--- config.mk ---
export PLATFORM = sky130hd
export DESIGN_NAME = rb_wr_arb
export DESIGN_NICKNAME = d
export VERILOG_FILES = /design/src/rtl/mycpu_pkg.sv /design/src/rtl/rr_arb.sv /design/src/rtl/rb_wr_arb.sv
export SDC_FILE = /design/constraint.sdc
export NUM_CORES = 1
export LEC_CHECK = 0
export CORE_MARGIN = 3
export CORE_UTILIZATION = 44
export CTS_CLUSTER_SIZE = 12
export DETAILED_ROUTE_END_ITERATION = 10
export HOLD_SLACK_MARGIN = 0.08
export PLACE_DENSITY = 0.95
export SYNTH_ARGS = -nofsm -noshare
export SYNTH_HDL_FRONTEND = slang
export SYNTH_SLANG_ARGS = --single-unit
export TNS_END_PERCENT = 10
--- constraint.sdc ---
create_clock -name clk -period 2.03 [get_ports clk]
set_clock_uncertainty 0.05 [all_clocks]
set_input_delay 0.203 -clock clk [delete_from_list [all_inputs] [get_ports clk]]
set_output_delay 0.203 -clock clk [all_outputs]
set_load 0.05 [all_outputs]
--- src/rtl/mycpu_pkg.sv ---
// Shared types and sizes for the register-bank write path.
// Requester identities double as round-robin slot indices.
// NREQ follows RB_WR_ARB_DBG_EN so every user sees the same arbiter width.
package mycpu_pkg;

  typedef enum logic [1:0] {
    REQ_ALU = 2'd0,
    REQ_MEM = 2'd1,
    REQ_DBG = 2'd2
  } req_e;

  localparam int NREG   = 16;
  localparam int RSEL_W = 4;
  localparam int DATA_W = 16;

`ifdef RB_WR_ARB_DBG_EN
  localparam int NREQ = 3;
`else
  localparam int NREQ = 2;
`endif

  // Width of a pointer that indexes n requesters (at least 1 bit).
  function automatic int ptr_w(input int n);
    return (n > 1) ? $clog2(n) : 1;
  endfunction

endpackage

--- src/rtl/rr_arb.sv ---
// Round-robin arbiter: one-hot grant over req_in starting at ptr_in, plus the slot after the winner.
// Latency: purely combinational, 0 cycles.
// Backpressure: none; ungranted requesters simply see no grant this cycle.
module rr_arb #(
  parameter int N  = 2,
  parameter int PW = (N > 1) ? $clog2(N) : 1
) (
  input  logic [N-1:0]  req_in,
  input  logic [PW-1:0] ptr_in,
  output logic [N-1:0]  gnt_out,
  output logic [PW-1:0] nxt_ptr_out
);

  logic          found;
  logic [PW-1:0] idx;
  int            j;

  // Scan from the priority pointer, wrapping once; first requester wins.
  always_comb begin
    gnt_out     = '0;
    nxt_ptr_out = ptr_in;
    found       = 1'b0;
    idx         = '0;
    j           = 0;
    for (int i = 0; i < N; i++) begin
      j = int'(ptr_in) + i;
      if (j >= N) j = j - N;
      idx = PW'(j);
      if (!found && req_in[idx]) begin
        found        = 1'b1;
        gnt_out[idx] = 1'b1;
        nxt_ptr_out  = (idx == PW'(N - 1)) ? '0 : idx + PW'(1);
      end
    end
  end

endmodule

--- src/rtl/rb_wr_arb.sv ---
// Register-bank write arbiter with pending-write scoreboard; RB_WR_ARB_DBG_EN adds the dbg requester.
// Latency: grant is combinational; the bank write (rw/wsel/d) appears 1 cycle after the transfer.
// Backpressure: p_ready_out is low for losers, who must hold request stable until granted.
module rb_wr_arb
  import mycpu_pkg::*;
(
  input  logic              clk,
  input  logic              rst_n,
  input  logic              alu_valid_in,
  input  logic [RSEL_W-1:0] alu_wsel_in,
  input  logic [DATA_W-1:0] alu_d_in,
  output logic              alu_ready_out,
  input  logic              mem_valid_in,
  input  logic [RSEL_W-1:0] mem_wsel_in,
  input  logic [DATA_W-1:0] mem_d_in,
  output logic              mem_ready_out,
`ifdef RB_WR_ARB_DBG_EN
  input  logic              dbg_valid_in,
  input  logic [RSEL_W-1:0] dbg_wsel_in,
  input  logic [DATA_W-1:0] dbg_d_in,
  output logic              dbg_ready_out,
`endif
  input  logic              claim_in,
  input  logic [RSEL_W-1:0] claim_sel_in,
  output logic              rw_out,
  output logic [RSEL_W-1:0] wsel_out,
  output logic [DATA_W-1:0] d_out,
  output logic [NREG-1:0]   pend_out,
  output logic              waw_err_out
);

  localparam int PW = ptr_w(NREQ);

  logic [NREQ-1:0]   req_vld;
  logic [RSEL_W-1:0] req_wsel [NREQ];
  logic [DATA_W-1:0] req_dat  [NREQ];
  logic [NREQ-1:0]   gnt;
  logic [PW-1:0]     nxt_ptr;
  logic              xfer;
  logic [RSEL_W-1:0] sel_wsel;
  logic [DATA_W-1:0] sel_dat;

  logic [PW-1:0]     ptr_q,   ptr_d;
  logic              rw_q,    rw_d;
  logic [RSEL_W-1:0] wsel_q,  wsel_d;
  logic [DATA_W-1:0] d_q,     d_d;
  logic [NREG-1:0]   pend_q,  pend_d;
  logic              waw_q,   waw_d;

  // Gather requester ports into arrays indexed by requester id.
  always_comb begin
    req_vld = '0;
    for (int i = 0; i < NREQ; i++) begin
      req_wsel[i] = '0;
      req_dat[i]  = '0;
    end
    req_vld[int'(REQ_ALU)]  = alu_valid_in;
    req_wsel[int'(REQ_ALU)] = alu_wsel_in;
    req_dat[int'(REQ_ALU)]  = alu_d_in;
    req_vld[int'(REQ_MEM)]  = mem_valid_in;
    req_wsel[int'(REQ_MEM)] = mem_wsel_in;
    req_dat[int'(REQ_MEM)]  = mem_d_in;
`ifdef RB_WR_ARB_DBG_EN
    req_vld[int'(REQ_DBG)]  = dbg_valid_in;
    req_wsel[int'(REQ_DBG)] = dbg_wsel_in;
    req_dat[int'(REQ_DBG)]  = dbg_d_in;
`endif
  end

  rr_arb #(
    .N  (NREQ),
    .PW (PW)
  ) u_rr_arb (
    .req_in      (req_vld),
    .ptr_in      (ptr_q),
    .gnt_out     (gnt),
    .nxt_ptr_out (nxt_ptr)
  );

  // Grants only count outside reset, so nothing transfers while rst_n is low.
  assign alu_ready_out = gnt[int'(REQ_ALU)] & rst_n;
  assign mem_ready_out = gnt[int'(REQ_MEM)] & rst_n;
`ifdef RB_WR_ARB_DBG_EN
  assign dbg_ready_out = gnt[int'(REQ_DBG)] & rst_n;
`endif
  assign xfer = (|gnt) & rst_n;

  // Mux the winner's payload, advance the pointer and update the scoreboard.
  always_comb begin
    sel_wsel = '0;
    sel_dat  = '0;
    for (int i = 0; i < NREQ; i++) begin
      sel_wsel = sel_wsel | (req_wsel[i] & {RSEL_W{gnt[i]}});
      sel_dat  = sel_dat  | (req_dat[i]  & {DATA_W{gnt[i]}});
    end

    ptr_d  = ptr_q;
    rw_d   = xfer;
    wsel_d = wsel_q;
    d_d    = d_q;
    if (xfer) begin
      ptr_d  = nxt_ptr;
      wsel_d = sel_wsel;
      d_d    = sel_dat;
    end

    // Clear on the bank-capture edge first so a same-edge claim wins.
    pend_d = pend_q;
    if (rw_q) pend_d[wsel_q] = 1'b0;
    if (claim_in) pend_d[claim_sel_in] = 1'b1;

    waw_d = waw_q | (claim_in & pend_q[claim_sel_in] &
                     ~(rw_q && (wsel_q == claim_sel_in)));
  end

  // State registers; reset also drops any write still in flight.
  always_ff @(posedge clk or negedge rst_n) begin
    if (!rst_n) begin
      ptr_q  <= PW'(int'(REQ_ALU));
      rw_q   <= 1'b0;
      wsel_q <= '0;
      d_q    <= '0;
      pend_q <= '0;
      waw_q  <= 1'b0;
    end else begin
      ptr_q  <= ptr_d;
      rw_q   <= rw_d;
      wsel_q <= wsel_d;
      d_q    <= d_d;
      pend_q <= pend_d;
      waw_q  <= waw_d;
    end
  end

  assign rw_out      = rw_q;
  assign wsel_out    = wsel_q;
  assign d_out       = d_q;
  assign pend_out    = pend_q;
  assign waw_err_out = waw_q;

endmodule

; Yosys cells after proc, flatten, opt, wreduce, memory -nomap -nowiden
; Index checks and enable logic that the tools add are counted.
[word_totals]
ff_bits = 39
in_bits = 49
output_inout_bits = 40
wordCells = 74
[classes]
addsub = 5
magnitude_cmp = 10
eq_ne = 1
n_mux = 25
n_bitwise = 17
n_reduce_logical = 10
[op_table]
columns = op, n
row1 = $and A16 B16 Y16, 3
row2 = $mux W16, 2
row3 = $or A16 B16 Y16, 2
row4 = $mux W1, 16
row5 = $not A16 Y16, 1
row6 = $lt A4 B5 Y1 const B, 2
row7 = $and A4 B4 Y4, 2
row8 = $demux W1 S4, 2
row9 = $ge A4 B1 Y1 const B, 2
row10 = $logic_and A1 B1 Y1, 6
row11 = $and A1 B1 Y1, 5
row12 = $bmux W1 S4, 1
row13 = $eq A4 B4 Y1, 1
row14 = $lt A1 B2 Y1 const B, 2
row15 = $mux W2, 2
row16 = $or A4 B4 Y4, 1
row17 = $add A1 B1 Y1 const B, 2
row18 = $add A1 B1 Y2 const B, 1
row19 = $demux W1 S1, 2
row20 = $ge A1 B1 Y1 const B, 2
row21 = $ge A1 B2 Y1 const B, 1
row22 = $ge A2 B2 Y1 const B, 1
row23 = $or A2 B2 Y2, 1
row24 = $reduce_and A2 Y1, 1
row25 = other kinds (6), 7

; Depth between registers and ports, before layout
[depth]
depth_word = 12
depth_mapped = 5
depth_no_buf = 4

; Modules after synthesis
; A second synthesis with hierarchy kept.
[unflattened]
hier_cells = 171
area_unflattened_um2 = 1898.1
[by_module_without_submodules]
columns = module, n_inst, cells_each, area_per_inst_um2, seq_area_each_um2
row1 = rb_wr_arb, 1, 166, 1870.5, 975.9
row2 = rr_arb, 1, 5, 27.5, 0.0

; Least setup slack after synthesis
; Ideal clock, no wire load.
[synth_timing]
path_type = flip-flop to flip-flop
from = register pend_q[14] (netlist: pend_out[14])
to = register waw_q (netlist: waw_err_out)
arrival_ns = 1.449
path_slack_ns = 0.411
stages_incl_launch_ff = 5
synth_period_minus_slack_ns = 1.619
cell_sequence = dfrtp_1 > mux4_1 > nor2_1 > o21ai_1 > a41o_1
[synth_between]
elab_chain_cells = 5
[synth_rtl]
columns = element, line
row1 = "start, declared", rb_wr_arb.sv:47  ; logic [NREG-1:0] pend_q, pend_d;
row2 = "start signal, assigned", rb_wr_arb.sv:130  ; pend_q <= pend_d;
row3 = $bmux W1 S4, rb_wr_arb.sv:112  ; waw_d = waw_q | (claim_in & pend_q[claim_sel_in] &
row4 = $mux W1 (implied by the code), rb_wr_arb.sv:112
row5 = $and A1 B1 Y1 (2 in a row), rb_wr_arb.sv:112
row6 = $or A1 B1 Y1, rb_wr_arb.sv:112
row7 = net waw_d, rb_wr_arb.sv:48  ; logic waw_q, waw_d;
row8 = "end signal, assigned", rb_wr_arb.sv:131  ; waw_q <= waw_d;
row9 = "end, declared", rb_wr_arb.sv:48
; The timed path passes the listed nets, and every way through them passes these cells. The select of a mux whose other input is x is not followed.
; A chain may end at the register's enable or synchronous reset.

; Worst setup path after layout
[layout_timing]
from = input port rst_n
to = output port alu_ready_out
[layout_between]
elab_chain_cells = 1
[layout_rtl]
columns = element, line
row1 = "start, declared", rb_wr_arb.sv:8  ; input logic rst_n,
row2 = $and A1 B1 Y1, rb_wr_arb.sv:81  ; assign alu_ready_out = gnt[int'(REQ_ALU)] & rst_n;
row3 = "end, declared", rb_wr_arb.sv:12  ; output logic alu_ready_out,
; No other way between the ends.

==> results by group <==
Power
  – Worst vdd ir: around 0.00054 V
  – P per Cell Area: roughly 1100 mW/mm^2
  – Overall Power: around 3.2 mW
  – Lkg Pwr: between 1 and 1.5 nW

Outcome
  – Status: complete, no violations

Timing
  – RSZ-0062 raised after global routing: no
  – Minimum clock period: between 1.5 and 2 ns
  – Max_slew headroom: 0.653
  – Final setup TNS: 0 ns
  – F_max: ~0.53 GHz
  – Final hold slack: around 0.34 ns
  – Worst slew pin tran: approximately 0.52 ns
  – Hold Vio Cnt, Final: 0
  – # setup viols final: 0
  – Fin crit share: 0.930
  – Final slew viol count: 0

Final layout
  – Fin area: about 0.003 sq mm
  – Final net count: about 340
  – Filler cell count: between 200 and 300
  – Area of the multi-input gates: between 800 and 900 sq um
  – Share of layout cells above drive strength 1: 0.0941
  – Seq. cell area: ~980 sq um
  – Area grow syn2layout: 59.1%
  – Ant diodes: 0

Critical path
  – Crit Path Max Fanout: 16
  – Crit Path Category: in -> out
  – R2R Path Start: wsel_out[0]$_DFFE_PN0P_
  – Worst Path Arrival: between 1.5 and 2 ns
  – CP max stage delay: around 0.55 ns
  – Crit start category: primary input
  – Reg2Reg Depth: 3
  – Slowest cell on the critical path: dlygate4sd3_1
  – Reg2reg setup slack: around 0.53 ns
  – Worst r2r dst: pend_out[0]$_DFF_PN0_
  – Setup crit end kind: output port
  – Required time worst endpoint: 1.78 ns
  – Worst path top cell family by delay: buffers and inverters
  – Critical path, cell by cell: dlygate4sd3_1 > buf_2 > nand2_1 > a21oi_1 > buf_12
  – Worst path buffer plus inverter count: 3

Die
  – Starting Density: 0.462
  – Core ar.: 0.00406 sq mm
  – FP Rows: 23
  – Die Width: 71.3 um
  – Die Area: between 0.005 and 0.006 sq mm
  – IO Pins: between 80 and 90
  – Height of the die: 71.3 um

CTS
  – Root Driver: clkbuf_8
  – CTS tree: yes
  – CTS sink count: 39
  – TritonCTS Buffers: 5
  – H-tree Lvls: 2
  – CTS Buffer Depth: 2
  – CTS clock-pin slew for the worst setup and hold paths: roughly 0.07 ns
  – Clock Latency Late Sink: 0.29 ns

Placement
  – Post-DP HPWL: 4.04 mm
  – IO Port Bufs: 88
  – Gpl congestion: slightly below 1
  – Post-DP Area: roughly 0.0029 sq mm

Synthesis
  – Number of flops mapped to enable cells by yosys: 0
  – Top cell type by total area after synthesis: dfrtp_1
  – Main synth FF type: dfrtp_1
  – Synth Area per Inst: slightly below 10 sq um
  – Largest family of logic cells by synthesized area: compound AO/OA/AOI/OAI gates
  – Synth Register Bits: 39
  – Adder-cell share of the synthesized area: 0
  – Asr flop ratio synth: 1.00
  – Post-synth top cells: o21ai_0 (53), dfrtp_1 (39), nand2_1 (23), a22oi_1 (20), nand3_1 (8)
  – Synth cell types: 30
  – Synth Area in Compound Gates: 0.254
  – Synth area leaders: dfrtp_1 (52%), o21ai_0 (14%), a22oi_1 (8.0%)
  – Post-Synthesis Cells: around 190
  – Most common cell in the netlist: o21ai_0
  – Top-area cell type share of the netlist area: 0.521
  – Mux cell area share after synthesis: 0.0481
  – Synth Area in Simple Gates: 0.115
  – Synth Area in XOR/XNOR: 0.0187
  – Net Count, Synth: roughly 240
  – Synthesized area: roughly 0.0019 sq mm
  – Post-synthesis sequential area ratio: 0.521
  – Synth warn: 0

Global routing
  – Initial antenna violation count: 0
  – Global-route wire length before repair: 8.58 mm
  – GRT Util Overall: 0.216
  – Grt ovf: 0
  – Via count of the first global-routing pass: between 1,500 and 2,000
  – Largest net degree at the start of global routing: 34

Routing
  – Met1 Wirelength: around 2.1 mm
  – DR iter-0 viols: ~210
  – Final wirelength: 5.15 mm
  – Top routing layer used: met4
  – ANT nets after route: 0
  – DR WL/cell: approximately 15 um
  – Vias/cell: 5.44
  – Met2 WL: between 2 and 2.5 mm
  – Drt pass-1 iters: 4
  – DRC Markers: 0
  – Via count: between 1,500 and 2,000
  – Met3 WL post-DR: approximately 490 um

Flow run
  – Max-cap violations: 0

Worst hold path
  – HP Class: in -> async
-- stage by stage --
step | util | setup slack, ns | cells
CTS | 0.735 | 0.138 | 337
detailed placement | 0.703 | 0.0838 | 328
floorplan | - | 0.411 | 192
global route | 0.735 | 0.0504 | 337
finish | 0.735 | 0.142 | 337
global placement | 0.703 | 0.139 | 328
-- sequential cells by signal (all words and copies together), names as in the netlist --
| name | count |
|---|---|
| wsel_out | 4 |
| d_out | 16 |
| ptr_q | 1 |
| rw_out | 1 |
| pend_out | 16 |
| waw_err_out | 1 |
-- worst max path at each step --
stage	startpoint	endpoint	slack [ns]	cells past startpoint
after floorplan	pend_out[14]$_DFF_PN0_	waw_err_out$_DFF_PN0_	0.41	4
after global placement	claim_sel_in[2]	waw_err_out$_DFF_PN0_	0.14	5
after detailed placement	claim_sel_in[2]	waw_err_out$_DFF_PN0_	0.08	5
final	rst_n	alu_ready_out	0.14	5
after global routing	rst_n	alu_ready_out	0.05	5
after CTS	wsel_out[3]$_DFFE_PN0P_	wsel_out[3]	0.14	1
-- what timing repair did --
| action | CTS | global route |
|---|---|---|
| setup endpoints to repair | 0 | 0 |
| endpoints found under the hold margin | 11 | 0 |
| hold buffers | 1 | 0 |
| gates resized for setup | 0 | 0 |
| setup buffers | 0 | 0 |
-- logic make-up after synthesis --
kind of cell / Yosys count
AND/OR/NAND/NOR: 46
multiplexers: 6
flip-flops: 39
XOR/XNOR: 4
AO/OA/AOI/OAI: 81
buffers and inverters: 16
-- final cells by class --
cell class | instances | share of cell area
repair buffers | 98 | 0.331
flip-flops and latches | 39 | 0.327
multi-input cells | 137 | 0.275
clock buffers | 6 | 0.0277
well taps | 50 | 0.0210
clock inverters | 2 | 0.0117
inverters | 5 | 0.00629
-- per-layer routing --
metal  vias to the layer above  track usage
li1                        890            -
met3                        15       0.0701
met1                       825        0.273
met5                         -            0
met2                       102        0.354
met4                         0       0.0668
-- power by group --
part           internal [mW]  switching [mW]
Clock                  0.397           0.256
Sequential             0.952           0.150
Combinational          0.543           0.927
Total                   1.89            1.33
-- layout by cell type, fill, tap and decap left out --
cell type	netlist	layout
nand3b_1	2	2
xnor2_1	1	1
o21ai_1	1	1
buf_2	3	1
nor3_1	1	1
dfrtp_1	39	39
clkinv_2	0	1
o21ai_0	53	52
or3b_2	1	1
nor2_1	3	3
and3_1	1	1
clkbuf_8	1	6
xor2_1	3	3
and2_1	1	1
nand2_1	23	23
or2_2	2	2
mux4_2	1	1
inv_1	5	5
buf_4	0	8
a41o_1	1	1
o32a_2	1	1
a21boi_1	0	2
a21oi_1	2	2
o2111ai_1	1	1
nand3_1	8	8
clkdlybuf4s50_1	0	85
bufinv_16	0	1
nand2b_1	4	4
buf_12	0	3
mux2_2	1	1
o21ai_2	0	1
a22oi_1	20	20
mux4_1	1	1
mux2i_1	3	3
dlygate4sd3_1	0	1
Power figures use the tool's default switching activity.
